==> config.mk <==
export PLATFORM = sky130hd
export DESIGN_NAME = dma_port_arbiter_flat
export DESIGN_NICKNAME = d
export VERILOG_FILES = /design/src/rtl/dma_arb_pkg.sv /design/src/rtl/dma_port_arbiter_if.sv /design/src/rtl/rr_picker.sv /design/src/rtl/dma_port_arbiter.sv /design/src/flat_wrapper.sv
export SDC_FILE = /design/constraint.sdc
export NUM_CORES = 1
export LEC_CHECK = 0
export BUFFER_PORTS_ARGS = -buffer_cell sky130_fd_sc_hd__buf_4
export CAP_MARGIN = 10
export CELL_PAD_IN_SITES_DETAIL_PLACEMENT = 1
export CELL_PAD_IN_SITES_GLOBAL_PLACEMENT = 1
export CORE_MARGIN = 2
export CORE_UTILIZATION = 37
export CTS_CLUSTER_DIAMETER = 80
export CTS_CLUSTER_SIZE = 24
export DETAILED_ROUTE_END_ITERATION = 6
export PLACE_DENSITY_LB_ADDON = 0.1
export SYNTH_ARGS = -nofsm -noshare
export SYNTH_HDL_FRONTEND = slang
export SYNTH_SLANG_ARGS = --single-unit
==> constraint.sdc <==
create_clock -name clk -period 2.6 [get_ports clk]
set_input_delay 0.39 -clock clk [delete_from_list [all_inputs] [get_ports clk]]
set_output_delay 0.39 -clock clk [all_outputs]
set_load 0.03 [all_outputs]
==> src/rtl/dma_arb_pkg.sv <==
// rtl/dma_arb_pkg.sv - shared state encoding, default widths and index-width helper for the DMA port arbiter
package dma_arb_pkg;

    typedef enum logic [1:0] {
        ARB_IDLE  = 2'd0,
        ARB_ISSUE = 2'd1,
        ARB_WAIT  = 2'd2
    } arb_state_t;

    localparam int DMA_ADDR_W = 32;
    localparam int DMA_DATA_W = 32;

    function automatic int idx_width(input int n);
        return (n > 1) ? $clog2(n) : 1;
    endfunction

endpackage

==> src/rtl/dma_port_arbiter_if.sv <==
// rtl/dma_port_arbiter_if.sv - requester-side and downstream DMA port signals; err_timeout exists only with DMA_ARB_TIMEOUT_EN
interface dma_port_arbiter_if #(
    parameter int N_REQ  = 3,
    parameter int ADDR_W = dma_arb_pkg::DMA_ADDR_W,
    parameter int DATA_W = dma_arb_pkg::DMA_DATA_W
);
    logic [N_REQ*ADDR_W-1:0] req_addr;
    logic [N_REQ-1:0]        req_read;
    logic [N_REQ-1:0]        req_write;
    logic [N_REQ*DATA_W-1:0] req_writedata;
    logic [DATA_W-1:0]       req_readdata;
    logic [N_REQ-1:0]        req_rdy;
    logic [ADDR_W-1:0]       dma_addr;
    logic                    dma_read;
    logic                    dma_write;
    logic [DATA_W-1:0]       dma_writedata;
    logic [DATA_W-1:0]       dma_readdata;
    logic                    dma_rdy;
    logic                    err_overrun;
    logic                    busy;
`ifdef DMA_ARB_TIMEOUT_EN
    logic                    err_timeout;
`endif

    // master: the arbiter, which owns the downstream DMA port
    modport master (
`ifdef DMA_ARB_TIMEOUT_EN
        output err_timeout,
`endif
        input  req_addr, req_read, req_write, req_writedata, dma_readdata, dma_rdy,
        output req_readdata, req_rdy, dma_addr, dma_read, dma_write, dma_writedata,
        output err_overrun, busy
    );

    modport slave (
`ifdef DMA_ARB_TIMEOUT_EN
        input  err_timeout,
`endif
        output req_addr, req_read, req_write, req_writedata, dma_readdata, dma_rdy,
        input  req_readdata, req_rdy, dma_addr, dma_read, dma_write, dma_writedata,
        input  err_overrun, busy
    );

endinterface

==> src/rtl/rr_picker.sv <==
// rtl/rr_picker.sv - combinational round-robin priority encoder: first pending index at or after rr_ptr
module rr_picker
    import dma_arb_pkg::*;
#(
    parameter int N_REQ = 3,
    parameter int IDX_W = 2
) (
    input  logic [N_REQ-1:0] pending,
    input  logic [IDX_W-1:0] rr_ptr,
    output logic [IDX_W-1:0] grant,
    output logic             any
);

    int idx;

    // Scan from the farthest offset down so the nearest pending index wins.
    always_comb begin
        grant = '0;
        any   = 1'b0;
        idx   = 0;
        for (int k = N_REQ - 1; k >= 0; k--) begin
            idx = int'(rr_ptr) + k;
            if (idx >= N_REQ) begin
                idx = idx - N_REQ;
            end
            if (pending[idx]) begin
                grant = IDX_W'(idx);
                any   = 1'b1;
            end
        end
    end

endmodule

==> src/rtl/dma_port_arbiter.sv <==
// rtl/dma_port_arbiter.sv - round-robin sharing of one DMA master port among single-strobe requesters; DMA_ARB_TIMEOUT_EN adds a WAIT watchdog
module dma_port_arbiter
    import dma_arb_pkg::*;
#(
    parameter int N_REQ  = 3,
    parameter int ADDR_W = DMA_ADDR_W,
    parameter int DATA_W = DMA_DATA_W
`ifdef DMA_ARB_TIMEOUT_EN
    ,
    parameter int TIMEOUT = 1023
`endif
) (
    input logic              clk,
    input logic              rst,
    dma_port_arbiter_if.master bus
);

    localparam int IDX_W = idx_width(N_REQ);

    arb_state_t        state;
    logic [N_REQ-1:0]  pending;
    logic [IDX_W-1:0]  rr_ptr;
    logic [IDX_W-1:0]  grant;
    logic [IDX_W-1:0]  pick;
    logic [IDX_W-1:0]  next_ptr;
    logic              any;
    logic              complete;
    logic [ADDR_W-1:0] buf_addr [N_REQ];
    logic [DATA_W-1:0] buf_data [N_REQ];
    logic [N_REQ-1:0]  buf_wr;
    logic [ADDR_W-1:0] dma_addr_q;
    logic [DATA_W-1:0] dma_data_q;
    logic              dma_read_q;
    logic              dma_write_q;
    logic              err_overrun_q;

    rr_picker #(.N_REQ(N_REQ), .IDX_W(IDX_W)) u_picker (
        .pending (pending),
        .rr_ptr  (rr_ptr),
        .grant   (pick),
        .any     (any)
    );

`ifdef DMA_ARB_TIMEOUT_EN
    localparam int TMR_W = ($clog2(TIMEOUT + 1) > 10) ? $clog2(TIMEOUT + 1) : 10;
    logic [TMR_W-1:0] timer;
    logic             timed_out;
    logic             err_timeout_q;

    // Fires on the TIMEOUT-th WAIT cycle; a real dma_rdy in that cycle still wins.
    assign timed_out       = (state == ARB_WAIT) && !bus.dma_rdy && (timer == TMR_W'(TIMEOUT - 1));
    assign complete        = (state == ARB_WAIT) && (bus.dma_rdy || timed_out);
    assign bus.err_timeout = err_timeout_q;
`else
    assign complete = (state == ARB_WAIT) && bus.dma_rdy;
`endif

    assign next_ptr          = (grant == IDX_W'(N_REQ - 1)) ? '0 : grant + IDX_W'(1);
    assign bus.dma_addr      = dma_addr_q;
    assign bus.dma_writedata = dma_data_q;
    assign bus.dma_read      = dma_read_q;
    assign bus.dma_write     = dma_write_q;
    assign bus.err_overrun   = err_overrun_q;
    assign bus.busy          = (state != ARB_IDLE) || (|pending);

    always_comb begin
        bus.req_rdy      = '0;
        bus.req_readdata = '0;
        if (complete) begin
            bus.req_rdy[grant] = 1'b1;
            if (bus.dma_rdy) begin
                bus.req_readdata = bus.dma_readdata;
            end
        end
    end

    always_ff @(posedge clk) begin
        if (rst) begin
            state         <= ARB_IDLE;
            pending       <= '0;
            rr_ptr        <= '0;
            grant         <= '0;
            buf_wr        <= '0;
            dma_addr_q    <= '0;
            dma_data_q    <= '0;
            dma_read_q    <= 1'b0;
            dma_write_q   <= 1'b0;
            err_overrun_q <= 1'b0;
            for (int i = 0; i < N_REQ; i++) begin
                buf_addr[i] <= '0;
                buf_data[i] <= '0;
            end
`ifdef DMA_ARB_TIMEOUT_EN
            timer         <= '0;
            err_timeout_q <= 1'b0;
`endif
        end else begin
            // A strobe landing on its own completion cycle is a fresh command, not an overrun.
            for (int i = 0; i < N_REQ; i++) begin
                if (bus.req_read[i] || bus.req_write[i]) begin
                    if (pending[i] && !(complete && grant == IDX_W'(i))) begin
                        err_overrun_q <= 1'b1;
                    end else begin
                        pending[i]  <= 1'b1;
                        buf_addr[i] <= bus.req_addr[i*ADDR_W +: ADDR_W];
                        buf_data[i] <= bus.req_writedata[i*DATA_W +: DATA_W];
                        buf_wr[i]   <= bus.req_write[i];
                    end
                end else if (complete && grant == IDX_W'(i)) begin
                    pending[i] <= 1'b0;
                end
            end

            case (state)
                ARB_IDLE: begin
                    if (any) begin
                        grant       <= pick;
                        dma_addr_q  <= buf_addr[pick];
                        dma_data_q  <= buf_data[pick];
                        dma_read_q  <= !buf_wr[pick];
                        dma_write_q <= buf_wr[pick];
                        state       <= ARB_ISSUE;
                    end
                end
                ARB_ISSUE: begin
                    dma_addr_q  <= '0;
                    dma_data_q  <= '0;
                    dma_read_q  <= 1'b0;
                    dma_write_q <= 1'b0;
                    state       <= ARB_WAIT;
`ifdef DMA_ARB_TIMEOUT_EN
                    timer       <= '0;
`endif
                end
                ARB_WAIT: begin
                    if (complete) begin
                        rr_ptr <= next_ptr;
                        state  <= ARB_IDLE;
`ifdef DMA_ARB_TIMEOUT_EN
                        if (timed_out) begin
                            err_timeout_q <= 1'b1;
                        end
                    end else begin
                        timer <= timer + TMR_W'(1);
`endif
                    end
                end
                default: state <= ARB_IDLE;
            endcase
        end
    end

endmodule
==> src/flat_wrapper.sv <==
// flat-port wrapper written by rule: the top's interface ports become plain ports
module dma_port_arbiter_flat import dma_arb_pkg::*;
#(
    parameter int N_REQ  = 3,
    parameter int ADDR_W = DMA_ADDR_W,
    parameter int DATA_W = DMA_DATA_W

)
  (clk, rst, bus_req_addr, bus_req_read, bus_req_write, bus_req_writedata, bus_dma_readdata, bus_dma_rdy, bus_req_readdata, bus_req_rdy, bus_dma_addr, bus_dma_read, bus_dma_write, bus_dma_writedata, bus_err_overrun, bus_busy);
  dma_port_arbiter_if #(.N_REQ(N_REQ), .ADDR_W(ADDR_W), .DATA_W(DATA_W)) bus_i ();
  input logic clk;
  input logic rst;
  input wire logic [$bits(bus_i.req_addr)-1:0] bus_req_addr;
  input wire logic [$bits(bus_i.req_read)-1:0] bus_req_read;
  input wire logic [$bits(bus_i.req_write)-1:0] bus_req_write;
  input wire logic [$bits(bus_i.req_writedata)-1:0] bus_req_writedata;
  input wire logic [$bits(bus_i.dma_readdata)-1:0] bus_dma_readdata;
  input wire logic [$bits(bus_i.dma_rdy)-1:0] bus_dma_rdy;
  output wire logic [$bits(bus_i.req_readdata)-1:0] bus_req_readdata;
  output wire logic [$bits(bus_i.req_rdy)-1:0] bus_req_rdy;
  output wire logic [$bits(bus_i.dma_addr)-1:0] bus_dma_addr;
  output wire logic [$bits(bus_i.dma_read)-1:0] bus_dma_read;
  output wire logic [$bits(bus_i.dma_write)-1:0] bus_dma_write;
  output wire logic [$bits(bus_i.dma_writedata)-1:0] bus_dma_writedata;
  output wire logic [$bits(bus_i.err_overrun)-1:0] bus_err_overrun;
  output wire logic [$bits(bus_i.busy)-1:0] bus_busy;
  assign bus_i.req_addr = bus_req_addr;
  assign bus_i.req_read = bus_req_read;
  assign bus_i.req_write = bus_req_write;
  assign bus_i.req_writedata = bus_req_writedata;
  assign bus_i.dma_readdata = bus_dma_readdata;
  assign bus_i.dma_rdy = bus_dma_rdy;
  assign bus_req_readdata = bus_i.req_readdata;
  assign bus_req_rdy = bus_i.req_rdy;
  assign bus_dma_addr = bus_i.dma_addr;
  assign bus_dma_read = bus_i.dma_read;
  assign bus_dma_write = bus_i.dma_write;
  assign bus_dma_writedata = bus_i.dma_writedata;
  assign bus_err_overrun = bus_i.err_overrun;
  assign bus_busy = bus_i.busy;
  dma_port_arbiter #(.N_REQ(N_REQ), .ADDR_W(ADDR_W), .DATA_W(DATA_W)) u_core (.clk(clk), .rst(rst), .bus(bus_i));
endmodule
==> results of run 1 <==
## worst max path at each step
stage,from,endpoint,slack [ps],cells after the start
after floorplan,u_core.state[0]$_SDFFE_PP0P_,u_core.buf_addr[2][0]$_SDFFCE_PN0P_,210,5
after global placement,u_core.rr_ptr[0]$_SDFFE_PP0P_,u_core.bus.dma_writedata[6]$_SDFFE_PP0P_,100,9
after detailed placement,u_core.rr_ptr[0]$_SDFFE_PP0P_,u_core.bus.dma_addr[22]$_SDFFE_PP0P_,-30,9
after CTS,u_core.rr_ptr[0]$_SDFFE_PP0P_,u_core.bus.dma_addr[27]$_SDFFE_PP0P_,60,8
after global routing,u_core.rr_ptr[0]$_SDFFE_PP0P_,u_core.bus.dma_writedata[4]$_SDFFE_PP0P_,40,9
final,u_core.rr_ptr[0]$_SDFFE_PP0P_,u_core.bus.dma_writedata[4]$_SDFFE_PP0P_,150,9
## layer usage
metal | vias to the layer above | GRT usage (%) | wire (um)
met5 | - | 0 | 18
met4 | 2 | 4.00 | 412
met3 | 26 | 5.33 | 2650
met2 | 244 | 35.0 | 16200
met1 | 3701 | 23.1 | 12700
li1 | 3692 | - | -
## report_power, final
group	switching, uW	internal [uW]
sequential	184	5090
clock	1470	1390
combinational	964	847
total	2610	7330
## metrics by stage
step | instance area, sq um | util (%) | std cells | setup TNS [ps] | total power (uW)
global placement | 14500 | 48.7 | 1547 | 0 | 7150
finish | 15100 | 50.8 | 1578 | 0 | 9940
floorplan | 11200 | - | 844 | 0 | 6280
detailed placement | 14500 | 48.7 | 1547 | -78.0 | 7190
CTS | 15000 | 50.5 | 1575 | 0 | 10000
global route | 15100 | 50.8 | 1578 | 0 | 10400
## cells in the mapped netlist, types with 2 or more instances
library cell	instances	area share [%]
a22oi_1	3	0.20
and2_1	226	13
a221o_1	64	5.7
o211a_1	2	0.18
inv_1	9	0.30
nand3_1	4	0.18
o21bai_1	3	0.20
buf_2	27	1.2
nand3b_1	3	0.20
nand2b_1	4	0.22
ha_1	3	0.34
nor3_1	3	0.13
a21oi_1	8	0.36
o31a_1	2	0.16
a21boi_0	3	0.20
o221ai_1	2	0.16
nor4_1	2	0.11
nand2_1	13	0.44
nor2_1	78	2.6
edfxtp_1	192	52
mux2i_1	67	6.0
dfxtp_1	79	14
buf_6	4	0.40
o21ai_0	3	0.13
clkbuf_1	9	0.30
clkbuf_2	18	0.81
## flip-flops by register name (all words and copies together) (netlist names)
signal and count:
u_core.buf_wr 3, u_core.buf_addr 96, u_core.bus.dma_writedata 32, u_core.bus.dma_write 1, u_core.grant 2, u_core.buf_data 96
u_core.bus.dma_read 1, u_core.state 2, u_core.bus.dma_addr 32, u_core.bus.err_overrun 1, u_core.rr_ptr 2, u_core.pending 3
## final cells by class
class / count / area (sq um)
repair buffers: 373 / 3100
diodes: 1 / 2.50
inverters: 9 / 33.8
multi-input cells: 506 / 3600
flip-flops and latches: 271 / 7350
clock inverters: 7 / 75.1
fillers: 3115 / 14600
clock buffers: 21 / 460
well taps: 390 / 488
## kinds of logic after synthesis
logic type,after synthesis
and+or+nand+nor,337
DFF,271
AOI/OAI and AO/OA,99
buffers and inverters,67
muxes,67
adders and majority gates,3
## worst max-delay path, cell delays in order, from the launching register on
cell       delay [ps]
dfxtp_1           380
inv_1             100
ha_4              290
o31a_1            300
o211a_1           210
o221a_4           320
clkbuf_16         240
mux2i_1           180
nor2_1             60
a221o_1           260
## repair_timing
action	4_1_cts	5_1_grt
setup endpoints to repair	12	64
hold buffers	0	0
endpoints found under the hold margin	0	0
resized for setup	2	8
pin swaps	0	2
gates cloned	0	2
==> impl_metrics.json, run 1 <==
{
  "cp.required_ps": 2990,
  "die_outline_area_sq_mm": 0.0316,
  "detail_route.wl_per_cell_um": 20.3,
  "dominant_combinational_cell_family_by_area_after_synthesis": "simple AND/OR/NAND/NOR gates",
  "hpwlAfterDp_um": 22300,
  "layout_worst_path_cycle_share_pct": 94.4,
  "detail_route.vias_per_cell": 4.86,
  "layout_commonest_cell": "buf_4",
  "overflow": 0,
  "clock_latency_ps": 500,
  "synth_compound_area_share_pct": 8.04,
  "end_kind": "register",
  "cts.path.max_buffers": 3,
  "synthesized_area_fraction_occupied_by_xor_and_xnor_cells_pct": 0,
  "cts_made_buffers": 16,
  "critical_path_class": "reg -> reg",
  "cap_violations": 0,
  "clkTransAtPathRegs_ps": 100,
  "ys_seq_elements": 271,
  "clock_sink_count": 271,
  "htree_num_levels": 1,
  "yosys_most_used_dff": "edfxtp_1",
  "grt_start_max_net_pins": 58,
  "power.static_leakage_uw": 0.00633,
  "synthesis.yosys.warnings": 0,
  "hold_path_sink": "u_core.buf_addr[0][6]$_SDFFCE_PN0P_",
  "gp_congestion": 0.755,
  "rr_endpoint": "u_core.bus.dma_writedata[4]$_SDFFE_PP0P_",
  "grt_antenna_before_repair": 3,
  "coreArea_sq_mm": 0.0297,
  "drt_first_iter_violations": 404,
  "io_pins": 336,
  "synthesis.area_per_instance_sq_um": 13.2,
  "worst_pin_slew_ps": 759,
  "rows": 63,
  "number_of_synthesized_flops_with_an_enable_pin": 192,
  "setup_violations": 0,
  "gate_count_after_technology_mapping": 844,
  "result_of_the_run": "finished clean",
  "postCtsSetupRepairBufs": 0,
  "dr_total_vias": 7665,
  "post-route-min-period_ps": 2450,
  "fp.dieH_um": 178,
  "hold_class": "in -> reg",
  "layout_common_cells": "buf_4, and2_1, edfxtp_1, dfxtp_1, nor2_1",
  "worst_clock_skew_ps": 15.7,
  "place_ws_ps": -25.7,
  "starting_density_of_the_core_pct": 37.6,
  "clockRootBuffer": "clkbuf_16",
  "drive_above_1_share_pct": 34.8,
  "die_w_um": 178,
  "drc": 0,
  "grt_first_pass_wirelength_um": 46500,
  "firstDrtPassIters": 5,
  "drt_wl_total_um": 32000,
  "grt_pass1_vias": 8007,
  "number_of_max_slew_violations_in_the_final_report": 0,
  "cts_tree": "done",
  "ys_seq_area_share_pct": 65.8,
  "clock.fmax_ghz": 0.408,
  "setup_slack_ps": 146,
  "grt_setup_unrepaired": "false",
  "asyncSetResetFlopFracSynth_pct": 0,
  "critical_path.reg2reg.startpoint": "u_core.rr_ptr[0]$_SDFFE_PP0P_",
  "flow.area_growth_from_synthesis_pct": 35.2,
  "yosys.cell_types.count": 39,
  "hold_depth": 2,
  "r2r_cells": 9,
  "min_from": "bus_req_addr[6]",
  "timing.final.hold_violations": 0,
  "slew-limit-headroom_pct": 48.9,
  "worst-endpoint-arrival_ps": 2840,
  "proportion_of_synthesized_area_in_mux_cells_pct": 6.00,
  "power_density_mw_per_mm2": 658,
  "worst_hold_slack_ps": 156,
  "setup.reg_to_reg.worst_slack_ps": 150,
  "final_net_count": 1413,
  "startpoint_type": "register",
  "netlist_area_sq_mm": 0.0112,
  "critical_path.max_fanout": 21,
  "ir_worst_vdd_mv": 0.417,
  "syn_nets": 1080,
  "post_synth_and_or_nand_nor_area_fraction_pct": 16.8,
  "grt.total_usage_pct": 19.4,
  "antenna_violation_net_count_after_detailed_routing": 0,
  "post_synth_fa_ha_maj_area_fraction_pct": 0.336,
  "port_buffers": 335
}
(Power assumes the default switching activity.)
==> inputs of run 2 (changes only) <==
==> constraint.sdc (replaced) <==
create_clock -name clk -period 2.6 [get_ports clk]
set_input_delay 0.52 -clock clk [delete_from_list [all_inputs] [get_ports clk]]
set_output_delay 0.52 -clock clk [all_outputs]
set_load 0.03 [all_outputs]
==> run 2 against run 1 <==
  * Critical path depth down 1
  * Combinational power barely moved
  * Maximum frequency up 0.90%
  * Count of clock-buffer cells in the layout grew 2
  * Core utilization fell by 0.32 points
  * Worst setup slack gained 22 ps
  * Critical endpoint is now u_core.bus.dma_addr[13]$_SDFFE_PP0P_
  * Largest cell class unchanged
  * Largest power group unchanged
==> impl_metrics.json, run 2 (synthesis gave the netlist of run 1 again) <==
{
  "share_seq_of_total_power_pct": 54.9,
  "fp.dieH_um": 178,
  "worst_pin_slew_ps": 536,
  "clock_latency_ps": 490,
  "power_density_mw_per_mm2": 641,
  "p_sw_share_pct": 26.2,
  "holdBufCountCts": 0,
  "htree_num_levels": 1,
  "global_route.usage.met3_pct": 5.23,
  "ir_worst_vdd_mv": 0.413,
  "io_pins": 336,
  "power.static_leakage_uw": 0.00630,
  "worst-endpoint-arrival_ps": 2870,
  "drt_wl_total_um": 32000,
  "regs_by_ff_count": "u_core.buf_addr (96), u_core.buf_data (96)",
  "clock.fmax_ghz": 0.411,
  "port_buffers": 335,
  "power_switching_uw": 2520,
  "gp_congestion": 0.757,
  "end_kind": "register",
  "p_comb_share_pct": 18.8,
  "grt_first_pass_wirelength_um": 47700,
  "global_route.usage.met2_pct": 36.1,
  "layout.filler_cells": 3120,
  "hold_class": "in -> reg",
  "fin_tns_setup_ps": 0,
  "grt_antenna_before_repair": 0,
  "clkPwrFrac_pct": 26.3,
  "overflow": 0,
  "grt_setup_unrepaired": "false",
  "cap_violations": 0,
  "r2r_cells": 8,
  "timing.final.hold_violations": 0,
  "hold_depth": 2,
  "cts_tree": "done",
  "post-route-min-period_ps": 2430,
  "drt_first_iter_violations": 366,
  "antenna_violation_net_count_after_detailed_routing": 0,
  "cts_made_buffers": 15,
  "layout_common_cells": "buf_4, and2_1, edfxtp_1, dfxtp_1, nor2_1",
  "final_net_count": 1419,
  "worst_hold_slack_ps": 302,
  "drive_above_1_share_pct": 34.5,
  "slew-limit-headroom_pct": 63.9,
  "flow.area_growth_from_synthesis_pct": 34.3,
  "rows": 63,
  "internal-power_uw": 7100,
  "firstDrtPassIters": 4,
  "result_of_the_run": "finished clean",
  "die_w_um": 178,
  "grt_pass1_vias": 8195,
  "cts.path.max_buffers": 3,
  "grt_busiest_layer": "met2",
  "hpwlAfterDp_um": 23300,
  "grt_start_max_net_pins": 37,
  "number_of_max_slew_violations_in_the_final_report": 0,
  "layout_commonest_cell": "buf_4",
  "critical_path_class": "reg -> reg",
  "setup_violations": 0,
  "grt.total_usage_pct": 19.8,
  "starting_density_of_the_core_pct": 37.6,
  "drc": 0,
  "grt_use_met1_pct": 23.5,
  "coreArea_sq_mm": 0.0297,
  "die_outline_area_sq_mm": 0.0316,
  "layout_worst_path_cycle_share_pct": 93.5,
  "cp.required_ps": 3040,
  "detail_route.vias_per_cell": 4.91,
  "critical_path.max_fanout": 34,
  "num_antenna_cells": 0,
  "dr_total_vias": 7760,
  "clkTransAtPathRegs_ps": 100,
  "worst_clock_skew_ps": 11.1,
  "detail_route.wl_per_cell_um": 20.2,
  "clockRootBuffer": "clkbuf_16",
  "clock_sink_count": 271,
  "startpoint_type": "register"
}
## run 2: changes by cell type in the layout (fill, tap and decap cells not counted), sizes merged
cell	delta
inv	-1
diode	-1
clkinvlp	-1
bufbuf	+1
bufinv	-1
buf	+8
clkinv	-2
## run 2: what timing repair did
item / 4_1_cts / 5_1_grt
resized for setup: 0 / 6
setup buffers: 0 / 1
setup endpoints to repair: 0 / 64
## run 2: metal layers
layer	routed length (um)	vias to the layer above
met5	0	-
met4	529	0
met3	2650	28
met2	16300	240
met1	12500	3799
li1	-	3693
## run 2: worst max-delay path: stages (launching register included)
cell and delay, ps:
dfxtp_1 370, inv_1 70, ha_2 410, inv_1 50
o32ai_1 310, o221ai_2 200, nor4_2 340, bufbuf_16 420
a221o_1 190
## run 2: power by group through the flow
| stage | clock, uW | combinational (uW) | sequential, uW |
|---|---|---|---|
| after floorplan | 0 | 729 | 5550 |
| after CTS | 2620 | 1840 | 5290 |
| after global placement | 0 | 1790 | 5370 |
| final | 2540 | 1810 | 5280 |
| after global routing | 2750 | 1950 | 5330 |
| after detailed placement | 0 | 1830 | 5380 |
## run 2: path summary, 6_finish.rpt
check,from,to,slack (ps)
worst min register to register,u_core.buf_data[2][2]$_SDFFCE_PN0P_,u_core.bus.dma_writedata[2]$_SDFFE_PP0P_,480
worst max register to register,u_core.rr_ptr[0]$_SDFFE_PP0P_,u_core.bus.dma_addr[13]$_SDFFE_PP0P_,170
worst max-delay path,u_core.rr_ptr[0]$_SDFFE_PP0P_,u_core.bus.dma_addr[13]$_SDFFE_PP0P_,170
worst min-delay path,bus_req_addr[55],u_core.buf_addr[1][23]$_SDFFCE_PN0P_,300
## run 2: per-stage QoR
step / util, % / area (sq um) / instances / total power (uW) / setup slack, ps
3_5_place_dp: 48.9 / 14500 / 1555 / 7220 / 29.0
2_1_floorplan: - / 11200 / 844 / 6280 / 122
6_report: 50.5 / 15000 / 1581 / 9620 / 168
3_3_place_gp: 48.9 / 14500 / 1555 / 7160 / 136
5_1_grt: 50.5 / 15000 / 1581 / 10000 / 10.6
4_1_cts: 50.4 / 15000 / 1580 / 9740 / 2.88
## run 2: area by class of cell
type | count | area, sq um | area share, %
inverters | 9 | 33.8 | 0.225
repair buffers | 380 | 3120 | 20.8
flip-flops and latches | 271 | 7350 | 48.9
clock buffers | 23 | 427 | 2.84
clock inverters | 2 | 15.0 | 0.100
multi-input cells | 506 | 3580 | 23.8
well taps | 390 | 488 | 3.25
